`src/rtl/pe_ofmap_writer.sv`:
```
// Output feature-map writer: FWFT vector FIFO with raster tagging and feeder throttle.
// Optional frame checksum enabled by defining OFMAP_CHECKSUM_EN.
module pe_ofmap_writer #(
  parameter int OUT_WIDTH    = 513,
  parameter int OUT_HEIGHT   = 257,
  parameter int OUT_CHANNEL  = 8,
  parameter int DATA_WIDTH   = 16,
  parameter int FIFO_DEPTH   = 16,
  parameter int STALL_MARGIN = 12
) (
  input  logic                                clk,
  input  logic                                rst,
  input  logic [DATA_WIDTH*OUT_CHANNEL-1:0]   i_data,
  input  logic                                i_valid,
  output logic [DATA_WIDTH*OUT_CHANNEL-1:0]   o_data,
  output logic                                o_valid,
  input  logic                                i_ready,
  output logic [$clog2(OUT_WIDTH)-1:0]        o_x,
  output logic [$clog2(OUT_HEIGHT)-1:0]       o_y,
  output logic                                o_last_col,
  output logic                                o_last_frame,
  output logic                                o_stall,
  output logic                                o_overflow
`ifdef OFMAP_CHECKSUM_EN
  ,
  output logic [31:0]                         o_frame_sum,
  output logic                                o_frame_sum_valid
`endif
);

  localparam int VEC_W = DATA_WIDTH * OUT_CHANNEL;
  localparam int PTR_W = $clog2(FIFO_DEPTH);
  localparam int CNT_W = PTR_W + 1;
  localparam int X_W   = $clog2(OUT_WIDTH);
  localparam int Y_W   = $clog2(OUT_HEIGHT);

  localparam logic [CNT_W-1:0] DEPTH  = CNT_W'(FIFO_DEPTH);
  localparam logic [X_W-1:0]   X_LAST = X_W'(OUT_WIDTH - 1);
  localparam logic [Y_W-1:0]   Y_LAST = Y_W'(OUT_HEIGHT - 1);

  logic [VEC_W-1:0] mem [FIFO_DEPTH];
  logic [PTR_W-1:0] wr_ptr;
  logic [PTR_W-1:0] rd_ptr;
  logic [CNT_W-1:0] count;
  logic [CNT_W-1:0] free_slots;
  logic [X_W-1:0]   x_q;
  logic [Y_W-1:0]   y_q;
  logic             overflow_q;
  logic             full;
  logic             pop;
  logic             push;

  assign full       = (count == DEPTH);
  assign o_valid    = (count != '0);
  assign pop        = o_valid && i_ready;
  assign push       = i_valid && (!full || pop);
  assign free_slots = DEPTH - count;

  // Asynchronous read gives first-word-fall-through; the head entry is
  // not rewritten while it is the head, so o_data holds under backpressure.
  assign o_data = mem[rd_ptr];

  always_ff @(posedge clk) begin
    if (push) begin
      mem[wr_ptr] <= i_data;
    end
  end

  always_ff @(posedge clk or posedge rst) begin
    if (rst) begin
      wr_ptr <= '0;
      rd_ptr <= '0;
      count  <= '0;
    end else begin
      if (push) begin
        wr_ptr <= wr_ptr + 1'b1;
      end
      if (pop) begin
        rd_ptr <= rd_ptr + 1'b1;
      end
      case ({push, pop})
        2'b10:   count <= count + 1'b1;
        2'b01:   count <= count - 1'b1;
        default: count <= count;
      endcase
    end
  end

  // Raster position of the head beat; only a completed handshake moves it.
  always_ff @(posedge clk or posedge rst) begin
    if (rst) begin
      x_q <= '0;
      y_q <= '0;
    end else if (pop) begin
      if (x_q == X_LAST) begin
        x_q <= '0;
        y_q <= (y_q == Y_LAST) ? '0 : y_q + 1'b1;
      end else begin
        x_q <= x_q + 1'b1;
      end
    end
  end

  always_ff @(posedge clk or posedge rst) begin
    if (rst) begin
      overflow_q <= 1'b0;
    end else if (i_valid && full && !pop) begin
      overflow_q <= 1'b1;
    end
  end

  assign o_x          = x_q;
  assign o_y          = y_q;
  assign o_last_col   = o_valid && (x_q == X_LAST);
  assign o_last_frame = o_last_col && (y_q == Y_LAST);
  assign o_overflow   = overflow_q;

  // The PE keeps delivering vectors for its pipeline depth after a stall,
  // so the throttle fires while that many slots are still free.
  assign o_stall = (32'(free_slots) <= 32'(STALL_MARGIN));

`ifdef OFMAP_CHECKSUM_EN
  logic [31:0] acc;
  logic [31:0] pop_sum;

  always_comb begin
    pop_sum = '0;
    for (int c = 0; c < OUT_CHANNEL; c++) begin
      pop_sum = pop_sum + 32'($signed(o_data[c*DATA_WIDTH +: DATA_WIDTH]));
    end
  end

  always_ff @(posedge clk or posedge rst) begin
    if (rst) begin
      acc               <= '0;
      o_frame_sum       <= '0;
      o_frame_sum_valid <= 1'b0;
    end else begin
      o_frame_sum_valid <= 1'b0;
      if (pop) begin
        if (o_last_frame) begin
          o_frame_sum       <= acc + pop_sum;
          o_frame_sum_valid <= 1'b1;
          acc               <= '0;
        end else begin
          acc <= acc + pop_sum;
        end
      end
    end
  end
`endif

endmodule

```
`config.mk`:
```
export PLATFORM = sky130hd
export DESIGN_NAME = pe_ofmap_writer
export DESIGN_NICKNAME = d
export VERILOG_FILES = /design/src/rtl/pe_ofmap_writer.sv
export SDC_FILE = /design/constraint.sdc
export NUM_CORES = 1
export LEC_CHECK = 0
export BUFFER_PORTS_ARGS = -buffer_cell sky130_fd_sc_hd__clkbuf_2
export CAP_MARGIN = 40
export CORE_UTILIZATION = 40
export DETAILED_ROUTE_END_ITERATION = 8
export PLACE_DENSITY = 0.66
export SLEW_MARGIN = 40
export SYNTH_ARGS = -nofsm -noshare
export SYNTH_HDL_FRONTEND = slang
export SYNTH_SLANG_ARGS = --single-unit
```
`constraint.sdc`:
```
create_clock -name clk -period 11.6 [get_ports clk]
set_input_delay 3.48 -clock clk [delete_from_list [all_inputs] [get_ports clk]]
set_output_delay 3.48 -clock clk [all_outputs]
set_load 0.05 [all_outputs]
```
## Word level (Yosys, flattened, before mapping)

Memory sizes are Yosys's and may differ from the RTL's.
Index checks and enable logic that the tools add are counted.

| cells by class | value |
|---|---|
| $add $sub $neg | 7 |
| $lt $le $gt $ge | 1 |
| equality and inequality tests | 5 |
| mux-type cells | 5 |
| reduce and logical (&&, ||, !) cells | 12 |

Operators with widths:

| kind | number |
|---|---|
| 10-bit by 1-bit adder with 10-bit output (second input constant) | 1 |
| 10-bit equality test (second input constant) | 1 |
| 10-bit two-way mux | 1 |
| 5-bit one-hot mux with 2 select lines | 1 |
| 9-bit by 1-bit adder with 9-bit output (second input constant) | 1 |
| 9-bit equality test (second input constant) | 1 |
| 9-bit two-way mux | 1 |
| 4-bit by 1-bit adder with 4-bit output (second input constant) | 2 |
| 1-bit logical AND | 6 |
| 5-bit by 1-bit adder with 5-bit output (second input constant) | 1 |
| 5-bit equality test (second input constant) | 1 |
| 5-bit by 4-bit less-or-equal comparator with 1-bit output (second input constant) | 1 |
| 5-bit nonzero test | 1 |
| 5-bit by 1-bit subtractor with 5-bit output (second input constant) | 1 |
| 5-bit subtractor (first input constant) | 1 |
| 2-bit by 1-bit equality test with 1-bit output (second input constant) | 1 |
| 2-bit equality test (second input constant) | 1 |
| 1-bit zero test | 2 |
| 1-bit two-way mux | 2 |
| 2-bit AND reduction | 1 |
| 2-bit nonzero test | 1 |
| 1-bit logical OR | 1 |

| storage, ports and cells | value |
|---|---|
| register bits | 33 |
| bits in writable memories | 2048 |
| input port bits | 132 |
| output and inout bits | 152 |
| word-level logic and storage cells | 37 |
| memories | 1 |

Memory list:

| name | depth | bits a word | rd ports | clocked after Yosys merged registers in | write ports | line | text |
|---|---|---|---|---|---|---|---|
| mem | 16 | 128 | 1 | 0 | 1 | 41 | `logic [VEC_W-1:0] mem [FIFO_DEPTH];` |

## Depth between registers and ports, before layout

| depth | value |
|---|---|
| depth after elaboration | 6 |
| depth in mapped cells | 10 |
| depth with buffers taken out | 8 |

## Least setup slack after synthesis

No wires, ideal clock.

| timing path | value |
|---|---|
| path type | input-to-reg |
| from | input port i_ready |
| to | memory mem[3][0] in the netlist's numbering (enable) |
| library setup time | 772 ps |
| arrival | 12816 ps |
| required time | 10828 ps |
| path slack | -1987 ps |
| stages | 5 |
| path buffers | 1 |
| path through | nand2b_1 > clkbuf_1 > a21boi_2 > nand2_1 > nor3_1 |

| between the ends | value |
|---|---|
| longest elaborated chain between the ends | 5 |

RTL lines:

| element | line | text |
|---|---|---|
| from (decl) | 17 | `input logic i_ready,` |
| 1-bit logical AND | 55 | `assign pop = o_valid && i_ready;` |
| 1-bit logical OR | 56 | `assign push = i_valid && (!full \|\| pop);` |
| 1-bit logical AND | 56 |  |
| 1-bit two-way mux | 64 | `if (push) begin` |
| 1-bit two-way mux (not written as such) | 65 | `mem[wr_ptr] <= i_data;` |
| to (decl) | 41 |  |

No other way between the ends.

## Worst setup path after layout

| timing path | value |
|---|---|
| from | register rd_ptr[2] |
| to | output port o_data[26] |

| between the ends | value |
|---|---|
| longest elaborated chain between the ends | 1 |

RTL lines:

| element | line | text |
|---|---|---|
| from (decl) | 43 | `logic [PTR_W-1:0] rd_ptr;` |
| from (signal assigned) | 79 | `rd_ptr <= rd_ptr + 1'b1;` |
| memory read 16 x 128 bit | n/a |  |
| to (decl) | 15 | `output logic [DATA_WIDTH*OUT_CHANNEL-1:0] o_data,` |

No other way between the ends.

==> results.ini <==
[drt]
ant_nets = 0
drt_wl_total_um = 184000
drc = 0
wl_per_cell_um = 28.3
firstDrtPassIters = 5
drtIter0Drc = 4167
vias = 36200
viasPerCell = 5.57

[clocking]
holdBufCountCts = 0
postCtsSetupBuffers = 0
cts_resized = 0
clock_latency_ns = 0.84
cts_buffers = 201
cts_tree = built
htreeDepth = 4
cts_buffer_depth = 3
cts.sinks = 2081
cts_root_buf = clkbuf_16
clk_pin_slew_ns = 0.06

[yosys]
yosys_most_used_dff = edfxtp_1
seq_area_frac_synth_pct = 79.5
syn_nets = 3468
yosys_warnings = 0
synthArstFlopShare_pct = 1.59
avgSynthCellArea_um2 = 23.6
netlist_area_um2 = 78400
synth-edff-count = 2048
yosysUniqueCellTypes = 41
ys_ff_latch = 2081
netlist_instances = 3323

[floorplan]
die_width_um = 445
core_area_um2 = 195000
num_rows = 162
die_h_um = 445
design.die.area_um2 = 198000
ios = 284
start_util_pct = 40.2

[setup_path]
worstPathCellList = nor2b_4, buf_4, buf_4, a22oi_1, nand2_1, clkbuf_2
critPathMostFrequentCell = buf_4
critPathSlowestCell = dfrtp_4
cp_data_required_time_ns = 8.12
slowest_delay_ns = 0.96
crit_buf_inv = 3
path_max_fanout = 49
path_class = flop to output port
worstPathArrival_ns = 4.40
end_kind = output port
cp-start-kind = flop
critPathTopFamily = buffers and inverters

[timing]
post-route-worst-setup-slack_ns = 3.72
fmax_mhz = 127
relSlewSlack_pct = 42.1
slew_violations = 0
setup_tns_ns = 0
finalCritPeriodShare_pct = 67.9
max_slew.worst_pin.slew_ns = 0.868
setup_violations = 0
finClkSkew_ns = 0.0528
period_needed_ns = 7.88
hold_slack_ns = 0.528
hold_viol_final = 0
rsz0062_at_grt = no

[power]
totalPowerFinal_mw = 23.4
intPower_mw = 15.1
switchingPower_mw = 8.28
vdd_drop_max_v = 0.000229
power.density_nw_per_um2 = 261
combPwrFrac_pct = 33.5
leakagePower_nw = 28.4
swShare_pct = 35.3
p_seq_share_pct = 39.8
pwr-share-clk_pct = 26.7

[global_routing]
use_met3_pct = 3.24
grtUsageMet2_pct = 31.3
met1_usage_pct = 24.7
grt_usage_pct = 18.6
grt_pass1_wl_um = 266000
grt_overflow = 0
grt_start_max_net_pins = 114
busiest_layer = met2
grt_pass1_vias = 37500
antenna_found_initial = 33

[placed_design]
place_ws_ns = 4.54
portBuffers = 283
place_congestion = 0.742
dp_hpwl_um = 100000
dp.cells = 6134

[cells_and_area]
num-nets-final = 3860
fill_cells = 15800
drive_gt1_share_pct = 30.6
area_growth_pct = 14.5
final_cells = 6507

[hold_path]
hold_path_class = flop to flop

[run_status]
status = complete, no violations

[job]
cap_violations = 0

## layout make-up
type                    count  area (µm²)  area share, %
diodes                      8        20.0         0.0223
flip-flops and latches   2081       62300           69.5
clock inverters           113        1090           1.21
multi-input cells        1050       15200           16.9
repair buffers            368        2560           2.85
well taps                2624        3280           3.66
clock buffers             250        5240           5.83
inverters                  13        48.8         0.0544
## registers in the layout (all words and copies together), names as in the netlist
register	count
rd_ptr	4
mem	2048
o_y	9
wr_ptr	4
count	5
o_x	10
o_overflow	1
## worst register-to-register path, cell delays in order, from the launching register on
cell	delay (ns)
dfrtp_1	0.47
nor4_1	0.12
ha_1	0.26
nand2b_1	0.32
a21boi_2	0.41
nand2_1	0.35
nor3_4	0.60
buf_4	0.74
buf_6	0.64
## worst paths after layout
kind                            start          to  slack [ns]  depth (start not counted)
min                        o_overflow  o_overflow        0.53                          1
min in group asynchronous         rst      o_y[5]        2.74                          3
max in group asynchronous         rst   rd_ptr[2]        8.39                          3
max                         rd_ptr[2]  o_data[26]        3.72                          6
max reg2reg                  count[1]  mem[3][82]        7.23                          8
min reg2reg                o_overflow  o_overflow        0.53                          1
## cell families after synthesis
group / after synthesis / synth area share [%]
buffers and inverters: 192 / 1.36
xor gates and xnor gates: 23 / 0.257
adders and majority gates: 13 / 0.208
muxes: 534 / 15.0
and+or+nand+nor: 205 / 1.18
AOI/OAI and AO/OA: 275 / 2.48
DFF: 2081 / 79.5
## cells in the mapped netlist, types with 8 or more instances
cell,count,area share (%)
nand2_1,119,0.57
buf_4,22,0.21
o22ai_1,40,0.32
buf_2,45,0.29
mux2i_1,20,0.26
o21ai_0,9,0.057
a22oi_1,196,1.9
dfrtp_1,33,1.1
xnor2_1,17,0.19
nand3_1,8,0.051
edfxtp_1,2048,78
clkbuf_1,74,0.35
inv_1,13,0.062
nor2_1,30,0.14
ha_1,13,0.21
buf_1,10,0.048
buf_6,28,0.40
nand4_1,9,0.072
a21oi_1,22,0.14
mux4_2,512,15
## power by group through the flow
stage	combinational, mW	clock [mW]	sequential, mW
finish	7.84	6.26	9.33
global route	8.26	6.65	9.39
CTS	8.03	6.38	9.34
detailed placement	8.01	0	9.49
global placement	7.90	0	9.46
floorplan	5.65	0	9.48
## per-layer routing
| metal | vias to the layer above | routed length (µm) | part of all wire (%) |
|---|---|---|---|
| li1 | 15100 | - | - |
| met1 | 19700 | 74100 | 40 |
| met2 | 1208 | 94600 | 51 |
| met3 | 258 | 11200 | 6.1 |
| met4 | 24 | 4110 | 2.2 |
| met5 | - | 157 | 0.085 |
## per-stage QoR
| step | cell area, µm² | utilization, % |
|---|---|---|
| floorplan | 78400 | - |
| global placement | 82900 | 42.6 |
| detailed placement | 83400 | 42.8 |
| CTS | 89700 | 46.1 |
| global route | 89700 | 46.1 |
| finish | 89800 | 46.1 |
## layout by cell type (no fill, tap or decap), types with 18 or more instances in the layout
master and count:
a22oi_1 196, clkinv_1 47, clkbuf_2 283, edfxtp_1 2048, clkbuf_16 202, nand2_1 119
dfrtp_1 29, mux2i_1 20, buf_12 18, clkbuf_1 48, mux4_2 512, o22ai_1 40
buf_4 38, clkinv_2 29, a21oi_1 22
No activity file was read; power rests on OpenSTA's default activity.
